[config.mk]
export PLATFORM = sky130hd
export DESIGN_NAME = alu_issue_stage
export DESIGN_NICKNAME = d
export VERILOG_FILES = /design/src/rtl/mips_pkg.sv /design/src/rtl/alu_issue_decode.sv /design/src/rtl/alu_issue_stage.sv
export SDC_FILE = /design/constraint.sdc
export NUM_CORES = 1
export LEC_CHECK = 0
export BUFFER_PORTS_ARGS = -buffer_cell sky130_fd_sc_hd__buf_2
export CORE_ASPECT_RATIO = 1.25
export CORE_UTILIZATION = 45
export CTS_BUF_LIST = sky130_fd_sc_hd__clkbuf_4
export CTS_CLUSTER_DIAMETER = 30
export DETAILED_ROUTE_END_ITERATION = 6
export GPL_ROUTABILITY_DRIVEN = 0
export PLACE_DENSITY = 0.7
export SLEW_MARGIN = 0
export SYNTH_ARGS = -nofsm -noshare
export SYNTH_HDL_FRONTEND = slang
export SYNTH_HIERARCHICAL = 1
export SYNTH_SLANG_ARGS = --single-unit
[constraint.sdc]
create_clock -name clk -period 5.25 [get_ports clk]
set_clock_uncertainty 0.1 [all_clocks]
set_input_delay 0.2625 -clock clk [delete_from_list [all_inputs] [get_ports clk]]
set_output_delay 0.2625 -clock clk [all_outputs]
set_load 0.005 [all_outputs]
[src/rtl/mips_pkg.sv]
// Shared MIPS ALU-interface types: function codes, opcode constants and the issue record.
package mips_pkg;

  localparam int ISSUE_DW = 32;
  localparam int ISSUE_RW = 5;

  typedef enum logic [5:0] {
    FUNCT_ADDU = 6'h21,
    FUNCT_SUBU = 6'h23,
    FUNCT_AND  = 6'h24,
    FUNCT_OR   = 6'h25,
    FUNCT_XOR  = 6'h26
  } funct_t;

  localparam logic [5:0] OP_RTYPE = 6'h00;
  localparam logic [5:0] OP_ADDIU = 6'h09;
  localparam logic [5:0] OP_ANDI  = 6'h0C;
  localparam logic [5:0] OP_ORI   = 6'h0D;
  localparam logic [5:0] OP_XORI  = 6'h0E;

  typedef struct packed {
    logic [ISSUE_DW-1:0] a;
    logic [ISSUE_DW-1:0] b;
    funct_t              fncode;
    logic [ISSUE_RW-1:0] dest;
    logic                illegal;
  } issue_t;

  localparam issue_t ISSUE_RST = '{a: '0, b: '0, fncode: FUNCT_ADDU, dest: '0, illegal: 1'b0};

endpackage

[src/rtl/alu_issue_decode.sv]
// Combinational decode of an instruction word plus register operands into an ALU issue record.
module alu_issue_decode
  import mips_pkg::*;
(
  input  logic [31:0]         instr,
  input  logic [ISSUE_DW-1:0] rs_val,
  input  logic [ISSUE_DW-1:0] rt_val,
  output issue_t              issue,
  output logic                supported
);

  logic [5:0]  op;
  logic [5:0]  funct;
  logic [15:0] imm;
  logic        unused_shamt;

  assign op           = instr[31:26];
  assign funct        = instr[5:0];
  assign imm          = instr[15:0];
  assign unused_shamt = ^instr[10:6];

  // Unsupported ops fall through as an illegal record with zeroed operands.
  always_comb begin
    issue         = ISSUE_RST;
    issue.illegal = 1'b1;
    supported     = 1'b0;
    case (op)
      OP_RTYPE: begin
        if (funct == FUNCT_ADDU || funct == FUNCT_SUBU || funct == FUNCT_AND ||
            funct == FUNCT_OR   || funct == FUNCT_XOR) begin
          issue.fncode = funct_t'(funct);
          issue.a      = rs_val;
          issue.b      = rt_val;
          issue.dest   = instr[15:11];
          supported    = 1'b1;
        end
      end
      OP_ADDIU: begin
        issue.fncode = FUNCT_ADDU;
        issue.a      = rs_val;
        issue.b      = {{(ISSUE_DW-16){imm[15]}}, imm};
        issue.dest   = instr[20:16];
        supported    = 1'b1;
      end
      OP_ANDI, OP_ORI, OP_XORI: begin
        issue.fncode = (op == OP_ANDI) ? FUNCT_AND : (op == OP_ORI) ? FUNCT_OR : FUNCT_XOR;
        issue.a      = rs_val;
        issue.b      = {{(ISSUE_DW-16){1'b0}}, imm};
        issue.dest   = instr[20:16];
        supported    = 1'b1;
      end
      default: ;
    endcase
    if (supported) issue.illegal = 1'b0;
  end

endmodule

[src/rtl/alu_issue_stage.sv]
// ALU issue stage: decode, registered output M plus skid entry S with valid/ready handshake.
// Define ALU_ISSUE_ILLEGAL_EN to issue unsupported ops flagged on the illegal port instead of dropping them.
module alu_issue_stage
  import mips_pkg::*;
#(
  parameter int DW = 32,
  parameter int RW = 5
) (
  input  logic          clk,
  input  logic          reset_n,
  input  logic          flush,
  input  logic          in_valid,
  output logic          in_ready,
  input  logic [31:0]   instr,
  input  logic [DW-1:0] rs_val,
  input  logic [DW-1:0] rt_val,
  output logic          out_valid,
  input  logic          out_ready,
  output logic [DW-1:0] a,
  output logic [DW-1:0] b,
`ifdef ALU_ISSUE_ILLEGAL_EN
  output logic          illegal,
`endif
  output logic [5:0]    fncode,
  output logic [RW-1:0] dest
);

  issue_t dec_issue;
  logic   dec_supported;
  issue_t m_q, m_d, s_q, s_d;
  logic   m_valid_q, m_valid_d, s_valid_q, s_valid_d;
  logic   accept, store, consume;

  alu_issue_decode u_decode (
    .instr     (instr),
    .rs_val    (rs_val),
    .rt_val    (rt_val),
    .issue     (dec_issue),
    .supported (dec_supported)
  );

  assign in_ready = !s_valid_q;
  assign accept   = in_valid && in_ready;
  assign consume  = m_valid_q && out_ready;

`ifdef ALU_ISSUE_ILLEGAL_EN
  logic unused_supported;
  assign unused_supported = dec_supported;
  assign store   = accept;
  assign illegal = m_q.illegal;
`else
  logic unused_illegal;
  assign unused_illegal = m_q.illegal ^ s_q.illegal;
  assign store = accept && dec_supported;
`endif

  always_comb begin
    m_d       = m_q;
    s_d       = s_q;
    m_valid_d = m_valid_q;
    s_valid_d = s_valid_q;
    if (flush) begin
      m_valid_d = 1'b0;
      s_valid_d = 1'b0;
    end else if (!m_valid_q || consume) begin
      // S always drains before a new op; in_ready was low whenever S held data.
      if (s_valid_q) begin
        m_d       = s_q;
        m_valid_d = 1'b1;
        s_valid_d = 1'b0;
      end else if (store) begin
        m_d       = dec_issue;
        m_valid_d = 1'b1;
      end else begin
        m_valid_d = 1'b0;
      end
    end else if (store) begin
      s_d       = dec_issue;
      s_valid_d = 1'b1;
    end
  end

  always_ff @(posedge clk) begin
    if (!reset_n) begin
      m_q       <= ISSUE_RST;
      s_q       <= ISSUE_RST;
      m_valid_q <= 1'b0;
      s_valid_q <= 1'b0;
    end else begin
      m_q       <= m_d;
      s_q       <= s_d;
      m_valid_q <= m_valid_d;
      s_valid_q <= s_valid_d;
    end
  end

  assign out_valid = m_valid_q;
  assign a         = m_q.a;
  assign b         = m_q.b;
  assign fncode    = m_q.fncode;
  assign dest      = m_q.dest;

endmodule

# After elaboration in Yosys (flattened, before gate mapping)

Index checks and enable logic that the tools add are counted.

Equality and inequality tests: 9
Multiplexer cells: 11
Bitwise logic cells: 3
Reduce and logical (&&, ||, !) cells: 18

Operators by type and width:

| operator             | count |
|---|---|
| $pmux W75 S3         | 1 |
| $mux W76             | 2 |
| $mux W75             | 1 |
| $eq A6 B6 Y1 const B | 5 |
| $eq A6 B4 Y1 const B | 4 |
| $logic_not A6 Y1     | 1 |
| $mux W6              | 1 |
| $reduce_and A3 Y1    | 2 |
| $reduce_or A3 Y1     | 2 |
| $logic_or A1 B1 Y1   | 5 |
| $mux W1              | 4 |
| $reduce_or A4 Y1     | 1 |
| $logic_and A1 B1 Y1  | 3 |
| $not A1 Y1           | 3 |
| $logic_not A1 Y1     | 2 |
| $mux W2              | 1 |
| $pmux W1 S2          | 1 |
| $reduce_bool A2 Y1   | 1 |
| $reduce_or A2 Y1     | 1 |

Flip-flop bits (word level): 153
Input bits: 101
Output and inout port bits: 77
Word-level logic and storage cells: 52

# Longest topological paths before layout

Word-level depth: 10
Gate-level depth with buffers: 10

# Hierarchy

Netlist, hierarchy kept.

Modules (own cells, without submodules):

| module           | instances | cells each | area an instance (µm²) |
|---|---|---|---|
| alu_issue_stage  | 1         | 745        | 6889.1 |
| alu_issue_decode | 1         | 106        | 789.5 |

# Least setup slack after synthesis

No wires, ideal clock.

Kind: input to register
Start point: input port instr[31]
End point: register m_q (netlist bit fncode[0])
Library setup time: 121 ps
Arrival time: 1942 ps
Slack: 3087 ps
Stages: 9
Cell sequence: nor3b_2 a21boi_2 o21bai_4 buf_6 a21oi_1 or3b_1 clkbuf_1 buf_6 mux2_2

Longest elaborated chain between the ends: 6
Elaborated cells between the ends (all ways): 16
Those cells by class: eq/ne (4); mux (6); reduce/logical (6)

RTL lines:

| what                           | RTL line               | RTL |
|---|---|---|
| from (decl)                    | alu_issue_stage.sv:14  | `input logic [31:0] instr,` |
| $eq A6 B4 Y1                   | alu_issue_decode.sv:27 | `case (op)` |
| $reduce_or A4 Y1 (no line)     | n/a                    |  |
| $pmux W1 S2 *                  | alu_issue_decode.sv:27 |  |
| net dec_supported              | alu_issue_stage.sv:29  | `logic dec_supported;` |
| $logic_and A1 B1 Y1 *          | alu_issue_stage.sv:54  | `assign store = accept && dec_supported;` |
| $reduce_bool A2 Y1 (no line) * | n/a                    |  |
| $reduce_and A3 Y1 (no line) *  | n/a                    |  |
| to (signal assigned)           | alu_issue_stage.sv:90  | `m_q <= m_d;` |
| to (decl)                      | alu_issue_stage.sv:30  | `issue_t m_q, m_d, s_q, s_d;` |

Mark *: on every way through the listed nets, which the timed path passes. The rest lies on a longest branch. The select of a mux whose other input is x is not followed.
A chain may end at the register's enable or synchronous reset.

# Final worst setup path

Start point: input port instr[2]
End point: register m_q (netlist bit a[26])

Longest elaborated chain between the ends: 10
Elaborated cells between the ends (all ways): 18
Those cells by class: eq/ne (5); mux (6); reduce/logical (7)

RTL lines:

| what                             | RTL line               | RTL |
|---|---|---|
| $eq A6 B6 Y1                     | alu_issue_decode.sv:29 | `if (funct == FUNCT_ADDU \|\| funct == FUNCT_SUBU \|\| funct == FUNCT_AND \|\|` |
| $logic_or A1 B1 Y1 (3 in series) | alu_issue_decode.sv:29 |  |
| $logic_or A1 B1 Y1 *             | alu_issue_decode.sv:30 | `funct == FUNCT_OR \|\| funct == FUNCT_XOR) begin` |
| $mux W1 *                        | alu_issue_decode.sv:29 |  |
| $pmux W1 S2 *                    | alu_issue_decode.sv:27 |  |
| net dec_supported                | alu_issue_stage.sv:29  |  |
| $logic_and A1 B1 Y1 *            | alu_issue_stage.sv:54  |  |
| $reduce_bool A2 Y1 (no line) *   | n/a                    |  |
| $reduce_and A3 Y1 (no line) *    | n/a                    |  |

Marks and branches as above.

==> flow_summary.ini <==
[timing]
rsz0062_at_grt = false
maxSlewViolCount = 0
fin_setup_tns_ps = 0
min_period_ps = 3040
period_share_pct = 58.0
holdWs_ps = 52.5
maxSlewHeadroom_pct = 26.7
clock.fmax_mhz = 328
hold_viol_final = 0
worst-slew-pin-transition_ps = 1100
finalSetupViolations = 0

[pwr]
peakVddDrop_uv = 185
p_leak_nw = 4.27
powerDensity_nw_per_um2 = 226

[clocking]
cts_setup_buffers = 0
numCtsBuffers = 17
htree_levels = 4
insertion_delay_ps = 550
clock_sinks = 152
clk_root_buffer_cell = clkbuf_4
ctsHoldBuffers = 56
path_clk_slew_ps = 140
ctsResizeCount = 0
cts_tree = built
clk_path_buf_depth = 2

[final_layout]
fill_cells = 1526
fin_nets = 1136
design_area_um2 = 9400
drive_gt1_share_pct = 28.4
regArea_um2 = 3050
syn2layout_area_growth_pct = 22.4
multi_input_area_um2 = 4240

[routing]
wirelength_mm = 17.4
ant_nets = 0
avgViaCountPerCell = 4.97
vias = 6312
wl_per_cell_um = 13.7
drtIter0Drc = 297
drtPass1Iterations = 7
drc = 0

[floorplan]
initial_core_util_pct = 45.7
die_w_um = 119
die_area_um2 = 17600
design.core.area_um2 = 16800
die_y_um = 148
num_rows = 53
io-pin-count = 178

[critical_path]
cp-end-kind = register
critPathArrivalTime_ps = 3370
crit_path_start_kind = input port
required_ps = 5580
path_max_fanout = 45
critPathKind = in2reg
reg2reg_slack_ps = 2810

[global_routing]
grt_max_degree = 168
grt_pass1_vias = 5918
antenna_found_initial = 1
grt_pass1_wl_mm = 28.6
grt_usage_pct = 20.4
grt.overflow.total = 0

[placement]
dpl.hpwl_mm = 10.8
dpl-instance-area_um2 = 8500
port_buffers = 172

[synthesis]
syn_area_um2 = 7670
syn_area_per_cell_um2 = 9.03
ys_warn_count = 6
synth_cells = 850

[flow_run]
cap_violations = 0

[hold_path]
hold_class = in2reg

[run_status]
status = completed
[state kept, by name, indices dropped and copies added, names as in the netlist]
register	flops
dest	5
s_valid_q	1
b	32
out_valid	1
s_q	75
a	32
fncode	6
[power by group]
group	internal, mW	switching (mW)
Sequential	1.15	0.000249
Clock	0.388	0.433
Combinational	0.0742	0.0729
[per-stage QoR]
| step | total power [mW] | util [%] | worst slack [ps] | std cells |
|---|---|---|---|---|
| 2_1_floorplan | 1.25 | - | 3090 | 851 |
| 3_3_place_gp | 1.29 | 50.7 | 1990 | 1180 |
| 3_5_place_dp | 1.29 | 50.7 | 1900 | 1180 |
| 4_1_cts | 2.15 | 56.0 | 2200 | 1268 |
| 5_1_grt | 2.21 | 56.0 | 2070 | 1269 |
| 6_report | 2.12 | 56.0 | 2210 | 1269 |
[cell type report]
| type | instances | share of cell area [%] |
|---|---|---|
| clock buffer | 18 | 1.44 |
| clock inverter | 14 | 2.08 |
| inverter | 1 | 0.0399 |
| antenna | 1 | 0.0266 |
| timing repair buffer | 237 | 15.9 |
| tap | 220 | 2.93 |
| multi-input combinational | 626 | 45.1 |
| sequential | 152 | 32.4 |
[routing by layer]
metal,global-route usage (%),routed length (um),vias to the layer above
met5,0,0,-
met4,7.78,271,0
met3,4.05,764,16
met2,34.5,8400,161
met1,25.5,8000,2941
li1,-,-,3194
[layout by cell type, fill, tap and decap left out, types with 2 or more instances in the layout]
| cell | count |
|---|---|
| dfxtp_1 | 151 |
| mux2i_1 | 150 |
| a22o_1 | 21 |
| a21o_1 | 18 |
| clkinv_2 | 2 |
| a21oi_1 | 3 |
| nor3b_1 | 2 |
| bufinv_16 | 4 |
| and2_1 | 32 |
| clkbuf_4 | 18 |
| nor3_1 | 2 |
| nand2_1 | 296 |
| clkinvlp_4 | 2 |
| buf_4 | 9 |
| dlygate4sd3_1 | 56 |
| mux2_2 | 75 |
| clkinv_4 | 2 |
| conb_1 | 3 |
| nand2b_1 | 6 |
| inv_6 | 3 |
| buf_2 | 171 |
| nor2b_1 | 4 |
[worst paths after layout]
path	start	to	cells past startpoint
worst max-delay path	instr[2]	a[26]	9
worst min-delay path	rt_val[9]	s_q[21]	4
worst max register to register	s_valid_q	s_q[47]	4
worst min register to register	b[15]	b[15]	2
[worst max-delay path, stage by stage]
cell and delay [ps]:
dlygate4sd3_1 530, buf_2 150, nand3_1 70, o21ai_1 130
o21bai_4 670, a21oi_1 240, or3b_4 770, buf_4 380
mux2i_1 150
Power figures use the tool's default switching activity.
